<file path="config.mk">
export PLATFORM = sky130hd
export DESIGN_NAME = demux_1_2_reg_flat
export DESIGN_NICKNAME = d
export VERILOG_FILES = /design/src/rtl/demux_1_2_reg_if.sv /design/src/rtl/demux_1_2_reg.sv /design/src/flat_wrapper.sv
export SDC_FILE = /design/constraint.sdc
export NUM_CORES = 1
export LEC_CHECK = 0
export BUFFER_PORTS_ARGS = -buffer_cell sky130_fd_sc_hd__buf_4
export CAP_MARGIN = 20
export CORE_AREA = 2 2 49 74
export CTS_CLUSTER_SIZE = 40
export DETAILED_ROUTE_END_ITERATION = 16
export DIE_AREA = 0 0 51 76
export PLACE_DENSITY_LB_ADDON = 0.25
export SLEW_MARGIN = 20
export SYNTH_ARGS = -nofsm -noshare
export SYNTH_HDL_FRONTEND = slang
export SYNTH_SLANG_ARGS = --single-unit
</file>
<file path="constraint.sdc">
create_clock -name clk -period 1.8 [get_ports clk]
set_input_delay 0.09 -clock clk [delete_from_list [all_inputs] [get_ports clk]]
set_output_delay 0.09 -clock clk [all_outputs]
set_load 0.03 [all_outputs]
</file>
<file path="src/rtl/demux_1_2_reg_if.sv">
// Stream bundle for the 1:2 demux: one input stream and two output streams.
// slave is the demux side; master is the producer/consumer side.
interface demux_1_2_reg_if #(parameter int WIDTH = 8);
  logic [WIDTH-1:0] in_data;
  logic             in_sel;
  logic             in_valid;
  logic             in_ready;
  logic [WIDTH-1:0] out0_data;
  logic             out0_valid;
  logic             out0_ready;
  logic [WIDTH-1:0] out1_data;
  logic             out1_valid;
  logic             out1_ready;

  modport slave (
    input  in_data, in_sel, in_valid,
    output in_ready,
    output out0_data, out0_valid,
    input  out0_ready,
    output out1_data, out1_valid,
    input  out1_ready
  );

  modport master (
    output in_data, in_sel, in_valid,
    input  in_ready,
    input  out0_data, out0_valid,
    output out0_ready,
    input  out1_data, out1_valid,
    output out1_ready
  );
endinterface

</file>
<file path="src/rtl/demux_1_2_reg.sv">
// Registered 1:2 stream demux with a one-entry holding register per output,
// steered by in_sel or by an alternating pointer, with per-port delivery counters.
module demux_1_2_reg #(
  parameter int WIDTH = 8
) (
  input  logic              clk,
  input  logic              rst,
  input  logic              alt_mode,
  demux_1_2_reg_if.slave    bus,
  output logic              rr_ptr,
  output logic [7:0]        cnt0,
  output logic [7:0]        cnt1
);

  logic             dest;
  logic             free0;
  logic             free1;
  logic             accept;
  logic             load0;
  logic             load1;
  logic             drain0;
  logic             drain1;
  logic [WIDTH-1:0] data0_q;
  logic [WIDTH-1:0] data1_q;
  logic             valid0_q;
  logic             valid1_q;

  // A register draining this cycle counts as free so it refills without a bubble.
  always_comb begin
    dest   = alt_mode ? rr_ptr : bus.in_sel;
    free0  = ~valid0_q | bus.out0_ready;
    free1  = ~valid1_q | bus.out1_ready;
    accept = bus.in_valid & (dest ? free1 : free0);
    load0  = accept & ~dest;
    load1  = accept & dest;
    drain0 = valid0_q & bus.out0_ready;
    drain1 = valid1_q & bus.out1_ready;
  end

  assign bus.in_ready   = dest ? free1 : free0;
  assign bus.out0_data  = data0_q;
  assign bus.out0_valid = valid0_q;
  assign bus.out1_data  = data1_q;
  assign bus.out1_valid = valid1_q;

  always_ff @(posedge clk) begin
    if (rst) begin
      data0_q  <= '0;
      data1_q  <= '0;
      valid0_q <= 1'b0;
      valid1_q <= 1'b0;
      rr_ptr   <= 1'b0;
      cnt0     <= 8'd0;
      cnt1     <= 8'd0;
    end else begin
      if (load0) begin
        data0_q  <= bus.in_data;
        valid0_q <= 1'b1;
      end else if (drain0) begin
        valid0_q <= 1'b0;
      end

      if (load1) begin
        data1_q  <= bus.in_data;
        valid1_q <= 1'b1;
      end else if (drain1) begin
        valid1_q <= 1'b0;
      end

      if (drain0) cnt0 <= cnt0 + 8'd1;
      if (drain1) cnt1 <= cnt1 + 8'd1;

      if (accept && alt_mode) rr_ptr <= ~rr_ptr;
    end
  end

endmodule

</file>
<file path="src/flat_wrapper.sv">
// flat-port wrapper written by rule: the top's interface ports become plain ports
module demux_1_2_reg_flat 
#(
  parameter int WIDTH = 8
)
  (clk, rst, alt_mode, rr_ptr, cnt0, cnt1, bus_in_data, bus_in_sel, bus_in_valid, bus_in_ready, bus_out0_data, bus_out0_valid, bus_out0_ready, bus_out1_data, bus_out1_valid, bus_out1_ready);
  demux_1_2_reg_if #(.WIDTH(WIDTH)) bus_i ();
  input  logic clk;
  input  logic rst;
  input  logic alt_mode;
  output logic rr_ptr;
  output logic [7:0] cnt0;
  output logic [7:0] cnt1;
  input wire logic [$bits(bus_i.in_data)-1:0] bus_in_data;
  input wire logic [$bits(bus_i.in_sel)-1:0] bus_in_sel;
  input wire logic [$bits(bus_i.in_valid)-1:0] bus_in_valid;
  output wire logic [$bits(bus_i.in_ready)-1:0] bus_in_ready;
  output wire logic [$bits(bus_i.out0_data)-1:0] bus_out0_data;
  output wire logic [$bits(bus_i.out0_valid)-1:0] bus_out0_valid;
  input wire logic [$bits(bus_i.out0_ready)-1:0] bus_out0_ready;
  output wire logic [$bits(bus_i.out1_data)-1:0] bus_out1_data;
  output wire logic [$bits(bus_i.out1_valid)-1:0] bus_out1_valid;
  input wire logic [$bits(bus_i.out1_ready)-1:0] bus_out1_ready;
  assign bus_i.in_data = bus_in_data;
  assign bus_i.in_sel = bus_in_sel;
  assign bus_i.in_valid = bus_in_valid;
  assign bus_in_ready = bus_i.in_ready;
  assign bus_out0_data = bus_i.out0_data;
  assign bus_out0_valid = bus_i.out0_valid;
  assign bus_i.out0_ready = bus_out0_ready;
  assign bus_out1_data = bus_i.out1_data;
  assign bus_out1_valid = bus_i.out1_valid;
  assign bus_i.out1_ready = bus_out1_ready;
  demux_1_2_reg #(.WIDTH(WIDTH)) u_core (.clk(clk), .rst(rst), .alt_mode(alt_mode), .bus(bus_i), .rr_ptr(rr_ptr), .cnt0(cnt0), .cnt1(cnt1));
endmodule
</file>
==> flow_metrics.env, run 1 <==
export IMPL_cts_made_buffers=5
export IMPL_portBuffers=50
export IMPL_p_total_mw=1.68
export IMPL_switchingPower_mw=0.445
export IMPL_finClkSkew_ns=0.00262
export IMPL_post_cts_buffers=0
export IMPL_initial_core_util_pct=46.5
export IMPL_post_drt_wl_per_cell_um=14.7
export IMPL_slew_viol_final=0
export IMPL_overflow=0
export IMPL_hold_violations=0
export IMPL_first_pass_iters=4
export IMPL_htree_levels=2
export IMPL_dr_first_iter_drc_count=53
export IMPL_grt_pass1_vias=1455
export IMPL_grt_usage_pct=21.5
export IMPL_path_max_fanout=19
export IMPL_place_inst=256
export IMPL_cp_required_ns=1.71
export IMPL_fp_dieArea_um2=3880
export IMPL_clockRootBuffer="clkbuf_8"
export IMPL_grt_start_max_net_pins=36
export IMPL_max_freq_mhz=636
export IMPL_cp_end_kind="primary output"
export IMPL_placed_cell_area_um2=1920
export IMPL_peakVddDrop_mv=0.712
export IMPL_antenna_left=0
export IMPL_pwr_share_comb_pct=14.3
export IMPL_antenna_found_initial=0
export IMPL_via_count=1525
export IMPL_max_slew_margin_pct=68.0
export IMPL_status="finished clean"
export IMPL_stdcell_area_um2=2020
export IMPL_post_route_util_pct=61.5
export IMPL_worstSetupPathType="reg -> out"
export IMPL_cts_hold_buf=0
export IMPL_power_share_switching_pct=26.4
export IMPL_synth_cell_types=24
export IMPL_syn_avg_cell_area_um2=8.74
export IMPL_pwr_share_seq_pct=48.9
export IMPL_synth_warnings=0
export IMPL_area_growth_pct=32.1
export IMPL_antenna_diode_count=0
export IMPL_powerDensity_nw_per_um2=833
export IMPL_drt_vias_per_instance=5.78
export IMPL_synth_top_area_share_pct=45.8
export IMPL_die_x_um=51
export IMPL_routed_wl_um=3890
export IMPL_syn_cell_area_um2=1530
export IMPL_synth_area_leaders="dfxtp_1 (46%), a21oi_1 (10%), o31ai_1 (9.8%), nand4_1 (7.0%), nand3_1 (3.3%)"
export IMPL_io_pins=51
export IMPL_dp_slack_ns=0.396
export IMPL_ys_seq_area_share_pct=45.8
export IMPL_worst_slew_pin_slew_ns=0.480
export IMPL_layout_drive_gt1_share_pct=27.9
export IMPL_gp_congestion=0.760
export IMPL_hpwl_um=2750
export IMPL_tritoncts="yes"
export IMPL_die_y_um=76
export IMPL_synthCells=175
export IMPL_setup_tns_ns=0
export IMPL_yosys_area_top_type="dfxtp_1"
export IMPL_core_area_um2=3290
export IMPL_layout_min_cycle_time_ns=1.57
export IMPL_power_frac_clock_pct=36.8
export IMPL_drc=0
export IMPL_post_route_period_util_pct=87.4
export IMPL_clock_latency_ns=0.28
export IMPL_fin_ws_ns=0.228
export IMPL_syn_num_nets=192
export IMPL_cts_sinks=35
export IMPL_clkTransAtPathRegs_ns=0.07
export IMPL_internal_power_mw=1.24
export IMPL_final_cells=264
export IMPL_cts_resized=0
export IMPL_max_cap_violations=0
export IMPL_fin_nets=238
export IMPL_grt_pass1_wl_um=6510
export IMPL_p_leak_nw=0.801
export IMPL_rsz0062_at_grt="no"
export IMPL_finalSetupViolations=0
export IMPL_synth_seq_cells=35
export IMPL_cp_start_kind="register"
export IMPL_whs_ns=0.0779
export IMPL_clock_path_buffers=2
export IMPL_worstHoldPathType="in -> reg"
export IMPL_rows=26
export IMPL_worstPathArrival_ns=1.48
## worst max-delay path, stage by stage, from the launching register on
cell and delay [ns]:
dfxtp_1 0.41, mux2_2 0.42, nor2_1 0.07, a21oi_1 0.13, buf_4 0.17
## sequential cells by signal (all words and copies together), names as in the netlist
register	count
u_core.bus.out0_data	8
u_core.bus.out0_valid	1
u_core.bus.out1_data	8
u_core.bus.out1_valid	1
u_core.cnt0	8
u_core.cnt1	8
u_core.rr_ptr	1
## power groups by stage
stage	clock [mW]	sequential, mW	combinational [mW]
floorplan	0	0.889	0.0941
global placement	0	0.839	0.234
detailed placement	0	0.840	0.239
CTS	0.642	0.823	0.240
global route	0.680	0.826	0.257
finish	0.619	0.823	0.240
## placed cells by master (no fill, tap or decap), drive strengths merged
master	Yosys	final
nand3	10	10
a21oi	31	31
or4	4	4
dfxtp	35	35
clkbuf	10	8
nand2b	2	2
nor2b	1	1
mux2	1	1
a31oi	1	1
inv	2	2
or3	6	6
nor2	7	7
and4	1	1
ha	2	2
nor3	1	1
nand2	8	8
nand4	18	18
buf	3	52
o31ai	20	20
mux2i	1	1
and2b	1	1
o21ai	6	6
xor2	4	4
## path summary, 6_finish.rpt
kind	startpoint	end	slack, ns	cells past startpoint
max reg2reg	u_core.cnt0[0]	u_core.cnt0[6]	0.36	4
max	u_core.rr_ptr	bus_in_ready	0.23	4
min reg2reg	u_core.bus.out1_data[3]	u_core.bus.out1_data[3]	0.47	2
min	bus_in_data[4]	u_core.bus.out1_data[4]	0.08	3
## area by class of cell
cell class                      instances  area, um2
Fill cell                             300       1270
Tap cell                               42       52.6
Multi-Input combinational cell        125        768
Inverter                                2       7.51
Clock buffer                            8        100
Timing Repair Buffer                   52        390
Sequential cell                        35        701
## layer usage
metal | part of all wire [%] | global-route usage [%]
met1 | 38 | 22.5
met2 | 55 | 38.4
met3 | 6.4 | 6.67
met4 | 0.44 | 8.11
met5 | 0 | 0
## logic make-up after synthesis
kind of cell / share of synthesized area [%]
muxes: 1.64
buffers and inverters: 3.93
adders and majority gates: 1.64
xor gates and xnor gates: 2.29
AOI/OAI and AO/OA: 22.3
DFF: 45.8
and+or+nand+nor: 22.3
## synth_stat cells (all sizes together)
| library cell | count |
|---|---|
| nand2b | 2 |
| o21ai | 6 |
| mux2i | 1 |
| nor3 | 1 |
| mux2 | 1 |
| nor2b | 1 |
| nor2 | 7 |
| nand3 | 10 |
| nand4 | 18 |
| inv | 2 |
| or3 | 6 |
| o31ai | 20 |
| xor2 | 4 |
| a31oi | 1 |
| or4 | 4 |
| ha | 2 |
| nand2 | 8 |
| and4 | 1 |
| buf | 3 |
| a21oi | 31 |
| and2b | 1 |
| dfxtp | 35 |
| clkbuf | 10 |
Note: power is estimated with default switching activity, not from simulation.
==> run 2, diff against run 1 <==
--- a/config.mk
+++ b/config.mk
@@ -12,6 +12,7 @@
 export DETAILED_ROUTE_END_ITERATION = 16
 export DIE_AREA = 0 0 51 76
 export PLACE_DENSITY_LB_ADDON = 0.25
+export RECOVER_POWER = 100
 export SLEW_MARGIN = 20
 export SYNTH_ARGS = -nofsm -noshare
 export SYNTH_HDL_FRONTEND = slang
==> run 2 against run 1 <==
Against the previous run:
- maximum frequency fell by 1.9%
- utilization fell by 4.6 points
- worst setup slack got worse by 0.030 ns
- total power fell by 1.4%
- worst hold slack got worse by 0.00093 ns
- first-iteration DRC count rose by 13%
- sequential share of layout area rose by 2.8 points
- highest routed layer unchanged
- final area fell by 7.6%
==> flow_metrics.env, run 2 (synthesis gave the netlist of run 1 again) <==
export IMPL_status="finished clean"
export IMPL_pwr_share_comb_pct=13.0
export IMPL_fp_dieArea_um2=3880
export IMPL_peakVddDrop_mv=0.719
export IMPL_initial_core_util_pct=46.5
export IMPL_cts_made_buffers=5
export IMPL_area_growth_pct=22.1
export IMPL_met3_usage_pct=6.67
export IMPL_cpPeakStageDelay_ns=0.42
export IMPL_max_slew_margin_pct=49.9
export IMPL_hold_violations=0
export IMPL_core_area_um2=3290
export IMPL_power_share_switching_pct=26.8
export IMPL_holdPathStages=3
export IMPL_dr_first_iter_drc_count=60
export IMPL_p_leak_nw=0.637
export IMPL_clock_latency_ns=0.28
export IMPL_worst_slew_pin_slew_ns=0.751
export IMPL_layout_drive_gt1_share_pct=11.3
export IMPL_powerDensity_nw_per_um2=889
export IMPL_tritoncts="yes"
export IMPL_worstSetupPathType="reg -> out"
export IMPL_rr_startpoint="u_core.rr_ptr"
export IMPL_cp_cell_sequence="mux2_2, nor2_1, a21oi_1, clkbuf_2"
export IMPL_power_frac_clock_pct=37.4
export IMPL_cp_end_kind="primary output"
export IMPL_clkTransAtPathRegs_ns=0.07
export IMPL_cp_start_kind="register"
export IMPL_layout_min_cycle_time_ns=1.60
export IMPL_max_freq_mhz=624
export IMPL_max_cap_violations=0
export IMPL_path_max_fanout=19
export IMPL_clockRootBuffer="clkbuf_8"
export IMPL_finClkSkew_ns=0.00363
export IMPL_die_y_um=76
export IMPL_pwr_share_seq_pct=49.5
export IMPL_setup_tns_ns=0
export IMPL_die_x_um=51
export IMPL_drt_vias_per_instance=5.80
export IMPL_use_met1_pct=22.5
export IMPL_grt_pass1_wl_um=6510
export IMPL_rsz0062_at_grt="no"
export IMPL_grt_start_max_net_pins=36
export IMPL_layout_common_cells="clkbuf_1 (37), dfxtp_1 (35), a21oi_1 (31), o31ai_1 (20), nand4_1 (18)"
export IMPL_finalSetupViolations=0
export IMPL_fin_nets=238
export IMPL_slew_viol_final=0
export IMPL_post_cts_buffers=0
export IMPL_via_count=1532
export IMPL_gp_congestion=0.760
export IMPL_worstHoldStart="bus_in_data[4]"
export IMPL_portBuffers=50
export IMPL_htree_levels=2
export IMPL_r2r_cells=4
export IMPL_use_met2_pct=38.4
export IMPL_first_pass_iters=4
export IMPL_grt_usage_pct=21.5
export IMPL_final_cells=264
export IMPL_internal_power_mw=1.21
export IMPL_critPathSlowestCell="mux2_2"
export IMPL_worstHoldPathType="in -> reg"
export IMPL_cts_resized=0
export IMPL_post_drt_wl_per_cell_um=14.9
export IMPL_worstPathArrival_ns=1.51
export IMPL_drc=0
export IMPL_clock_path_buffers=2
export IMPL_cp_required_ns=1.71
export IMPL_antenna_left=0
export IMPL_cts_sinks=35
export IMPL_hpwl_um=2750
export IMPL_grt_pass1_vias=1455
export IMPL_io_pins=51
export IMPL_regToRegSetupSlack_ns=0.28
export IMPL_final_common_cell="clkbuf_1"
export IMPL_post_route_period_util_pct=89.0
export IMPL_rows=26
export IMPL_routed_wl_um=3930
export IMPL_antenna_diode_count=0
export IMPL_place_inst=256
export IMPL_busiest_layer="met2"
export IMPL_switchingPower_mw=0.445
export IMPL_overflow=0
export IMPL_whs_ns=0.0770
export IMPL_seq_area_um2=701
export IMPL_holdPathEnd="u_core.bus.out1_data[4]"
export IMPL_multi_input_area_um2=753
export IMPL_rr_endpoint="u_core.bus.out0_data[1]"
export IMPL_fillCellCount=351
export IMPL_antenna_found_initial=0
export IMPL_cts_hold_buf=0
run 2: cell count changes in the layout (fill, tap and decap cells not counted), sizes merged:
cell    previous run  this run
clkbuf             8        45
buf               52        15
run 2: power by group through the flow:
stage          logic (mW)  clock network [mW]  registers, mW
6_report            0.216               0.621          0.822
2_1_floorplan      0.0941                   0          0.889
4_1_cts             0.240               0.642          0.823
3_5_place_dp        0.239                   0          0.840
3_3_place_gp        0.234                   0          0.839
5_1_grt             0.232               0.680          0.825
run 2: worst max-delay path: cells and delay by family (launching register included):
kind	cells	cell delay [ns]
mux	1	0.42
flops	1	0.40
buf+inv	1	0.21
compound gates	1	0.12
simple gates	1	0.07
run 2: worst max-delay path by stage:
stage                    from              to  cells past startpoint
6_report        u_core.rr_ptr    bus_in_ready                      4
5_1_grt         u_core.rr_ptr    bus_in_ready                      4
4_1_cts         u_core.rr_ptr    bus_in_ready                      4
3_5_place_dp   u_core.cnt0[0]  u_core.cnt0[6]                      4
3_3_place_gp   u_core.cnt0[0]  u_core.cnt0[6]                      4
2_1_floorplan   u_core.rr_ptr    bus_in_ready                      4
run 2: metal layers:
layer | vias to the layer above | routed length (um)
met5 | - | 0
met1 | 722 | 1480
met2 | 53 | 2180
li1 | 755 | -
met4 | 0 | 17
met3 | 2 | 247
run 2: stage by stage:
stage	cell area (um2)	total power, mW	worst slack [ns]	utilization [%]
2_1_floorplan	1530	0.983	0.120	-
3_3_place_gp	1920	1.07	0.464	58.4
3_5_place_dp	1920	1.08	0.396	58.4
4_1_cts	2020	1.71	0.216	61.5
5_1_grt	1870	1.74	0.0752	56.8
6_report	1870	1.66	0.198	56.8
run 2: cell type report:
type	count	area share, %
inverters	2	0.402
clock buffers	8	5.36
well taps	42	2.82
flip-flops and latches	35	37.5
repair buffers	52	13.5
multi-input cells	125	40.3
==> run 3, diff against run 2 <==
--- a/config.mk
+++ b/config.mk
@@ -7,10 +7,10 @@
 export LEC_CHECK = 0
 export BUFFER_PORTS_ARGS = -buffer_cell sky130_fd_sc_hd__buf_4
 export CAP_MARGIN = 20
-export CORE_AREA = 2 2 49 74
+export CORE_AREA = 2 2 47 71
 export CTS_CLUSTER_SIZE = 40
 export DETAILED_ROUTE_END_ITERATION = 16
-export DIE_AREA = 0 0 51 76
+export DIE_AREA = 0 0 49 73
 export PLACE_DENSITY_LB_ADDON = 0.25
 export RECOVER_POWER = 100
 export SLEW_MARGIN = 20
==> constraint.sdc (replaced) <==
create_clock -name clk -period 2.1 [get_ports clk]
set_input_delay 0.105 -clock clk [delete_from_list [all_inputs] [get_ports clk]]
set_output_delay 0.105 -clock clk [all_outputs]
set_load 0.03 [all_outputs]
==> run 3 against run 2 <==
Against the previous run:
- final area down 1.8%
- highest routed layer unchanged
- routed wire length up 1.1%
- total power down 20%
- non-clock buffer count down 1
- worst hold slack better by 0.024 ns
- sequential power down 14%
- sequential share of layout area up 0.69 points
- critical endpoint unchanged
==> flow_metrics.env, run 3 (synthesis gave the netlist of run 1 again) <==
export IMPL_antenna_found_initial=0
export IMPL_rr_endpoint="u_core.bus.out0_data[5]"
export IMPL_critPathSlowestCell="nor2b_1"
export IMPL_hpwl_um=2850
export IMPL_worstSetupPathType="reg -> out"
export IMPL_finClkSkew_ns=0.00346
export IMPL_power_share_switching_pct=27.4
export IMPL_finalSetupViolations=0
export IMPL_max_slew_margin_pct=51.1
export IMPL_tritoncts="yes"
export IMPL_pwr_share_seq_pct=53.3
export IMPL_htree_levels=2
export IMPL_die_x_um=49
export IMPL_crit_start="u_core.bus.out1_valid"
export IMPL_setup_tns_ns=0
export IMPL_cp_endpoint="bus_in_ready"
export IMPL_cts_hold_buf=0
export IMPL_dr_first_iter_drc_count=41
export IMPL_worstHoldPathType="in -> reg"
export IMPL_slew_viol_final=0
export IMPL_fp_dieArea_um2=3580
export IMPL_cp_start_kind="register"
export IMPL_portBuffers=50
export IMPL_cts_made_buffers=5
export IMPL_status="finished clean"
export IMPL_fillCellCount=326
export IMPL_antenna_diode_count=0
export IMPL_layout_drive_gt1_share_pct=10.0
export IMPL_via_count=1566
export IMPL_overflow=0
export IMPL_max_cap_violations=0
export IMPL_clkTransAtPathRegs_ns=0.06
export IMPL_fin_nets=237
export IMPL_post_route_util_pct=60.4
export IMPL_drt_vias_per_instance=6.05
export IMPL_antenna_left=0
export IMPL_post_cts_buffers=0
export IMPL_grt_usage_pct=23.1
export IMPL_gp_congestion=0.782
export IMPL_powerDensity_nw_per_um2=723
export IMPL_grt_start_max_net_pins=36
export IMPL_post_route_period_util_pct=87.4
export IMPL_hold_violations=0
export IMPL_area_growth_pct=19.9
export IMPL_worst_slew_pin_slew_ns=0.732
export IMPL_core_area_um2=3030
export IMPL_routed_wl_um=3970
export IMPL_first_pass_iters=4
export IMPL_cts_sinks=35
export IMPL_drc=0
export IMPL_worstHoldStart="bus_in_data[1]"
export IMPL_clock_path_buffers=2
export IMPL_cts_resized=0
export IMPL_clock_latency_ns=0.28
export IMPL_post_drt_wl_per_cell_um=15.3
export IMPL_power_frac_clock_pct=32.6
export IMPL_die_y_um=73
export IMPL_p_leak_nw=0.621
export IMPL_cp_required_ns=2.00
export IMPL_critPathBufInv=1
export IMPL_initial_core_util_pct=50.4
export IMPL_cp_end_kind="primary output"
export IMPL_switchingPower_mw=0.362
export IMPL_peakVddDrop_mv=0.483
export IMPL_regToRegSetupSlack_ns=0.61
export IMPL_io_pins=51
export IMPL_grt_pass1_vias=1454
export IMPL_r2r_cells=3
export IMPL_rsz0062_at_grt="no"
export IMPL_critical_path_top_delay_family="simple AND/OR/NAND/NOR gates"
export IMPL_cp_cell_sequence="nor2b_1, a21oi_1, clkbuf_2"
export IMPL_layout_common_cells="clkbuf_1 (36), dfxtp_1 (35), a21oi_1 (31), o31ai_1 (20), nand4_1 (18)"
export IMPL_grt_pass1_wl_um=6340
export IMPL_internal_power_mw=0.962
export IMPL_worstSetupPathDepth=3
export IMPL_rows=25
export IMPL_clockRootBuffer="clkbuf_8"
export IMPL_rr_startpoint="u_core.rr_ptr"
export IMPL_cpPeakStageDelay_ns=0.64
export IMPL_final_common_cell="clkbuf_1"
export IMPL_max_freq_mhz=545
export IMPL_layout_min_cycle_time_ns=1.83
export IMPL_path_max_fanout=10
export IMPL_worstPathArrival_ns=1.73
export IMPL_pwr_share_comb_pct=14.1
[run 3: worst reg2reg max path: stages, from the launching register on]
cell	delay [ns]
dfxtp_1	0.36
mux2_1	0.56
o31ai_1	0.33
a21oi_1	0.11
[run 3: stage by stage]
stage | instance area [um2] | total power, mW | setup WS [ns] | hold slack (ns) | cells
2_1_floorplan | 1530 | 0.843 | 0.405 | 0.255 | 175
3_3_place_gp | 1910 | 0.919 | 0.701 | 0.392 | 253
3_5_place_dp | 1910 | 0.925 | 0.631 | 0.395 | 253
4_1_cts | 1980 | 1.36 | 0.299 | 0.0923 | 259
5_1_grt | 1830 | 1.37 | 0.165 | 0.109 | 259
6_report | 1830 | 1.32 | 0.265 | 0.101 | 259
[run 3: worst min-delay path by stage]
| stage | end | cells after the start | slack [ns] |
|---|---|---|---|
| 2_1_floorplan | u_core.bus.out0_data[0] | 2 | 0.26 |
| 3_3_place_gp | u_core.bus.out1_data[7] | 3 | 0.39 |
| 3_5_place_dp | u_core.bus.out0_data[0] | 3 | 0.39 |
| 4_1_cts | u_core.bus.out0_data[0] | 3 | 0.09 |
| 5_1_grt | u_core.bus.out1_data[6] | 3 | 0.11 |
| 6_report | u_core.bus.out0_data[1] | 3 | 0.10 |
[run 3: layout make-up]
cell class | instances | area (um2) | share of cell area [%]
flip-flops and latches | 35 | 701 | 38.2
well taps | 40 | 50.0 | 2.73
repair buffers | 51 | 249 | 13.6
clock buffers | 6 | 72.6 | 3.96
inverters | 2 | 7.51 | 0.410
multi-input cells | 125 | 753 | 41.1
[run 3: routing by layer]
layer,up-vias,track usage [%],part of all wire (%)
met3,8,4.51,5.9
met1,751,23.5,40
met2,52,44.9,52
li1,755,-,-
met5,-,0,0
met4,0,10.5,1.7
[run 3: power by group through the flow]
| stage | Clock (mW) | Sequential, mW | Combinational, mW |
|---|---|---|---|
| final | 0.432 | 0.706 | 0.187 |
| after detailed placement | 0 | 0.721 | 0.204 |
| after global routing | 0.462 | 0.708 | 0.200 |
| after global placement | 0 | 0.719 | 0.199 |
| after floorplan | 0 | 0.762 | 0.0806 |
| after CTS | 0.446 | 0.706 | 0.205 |
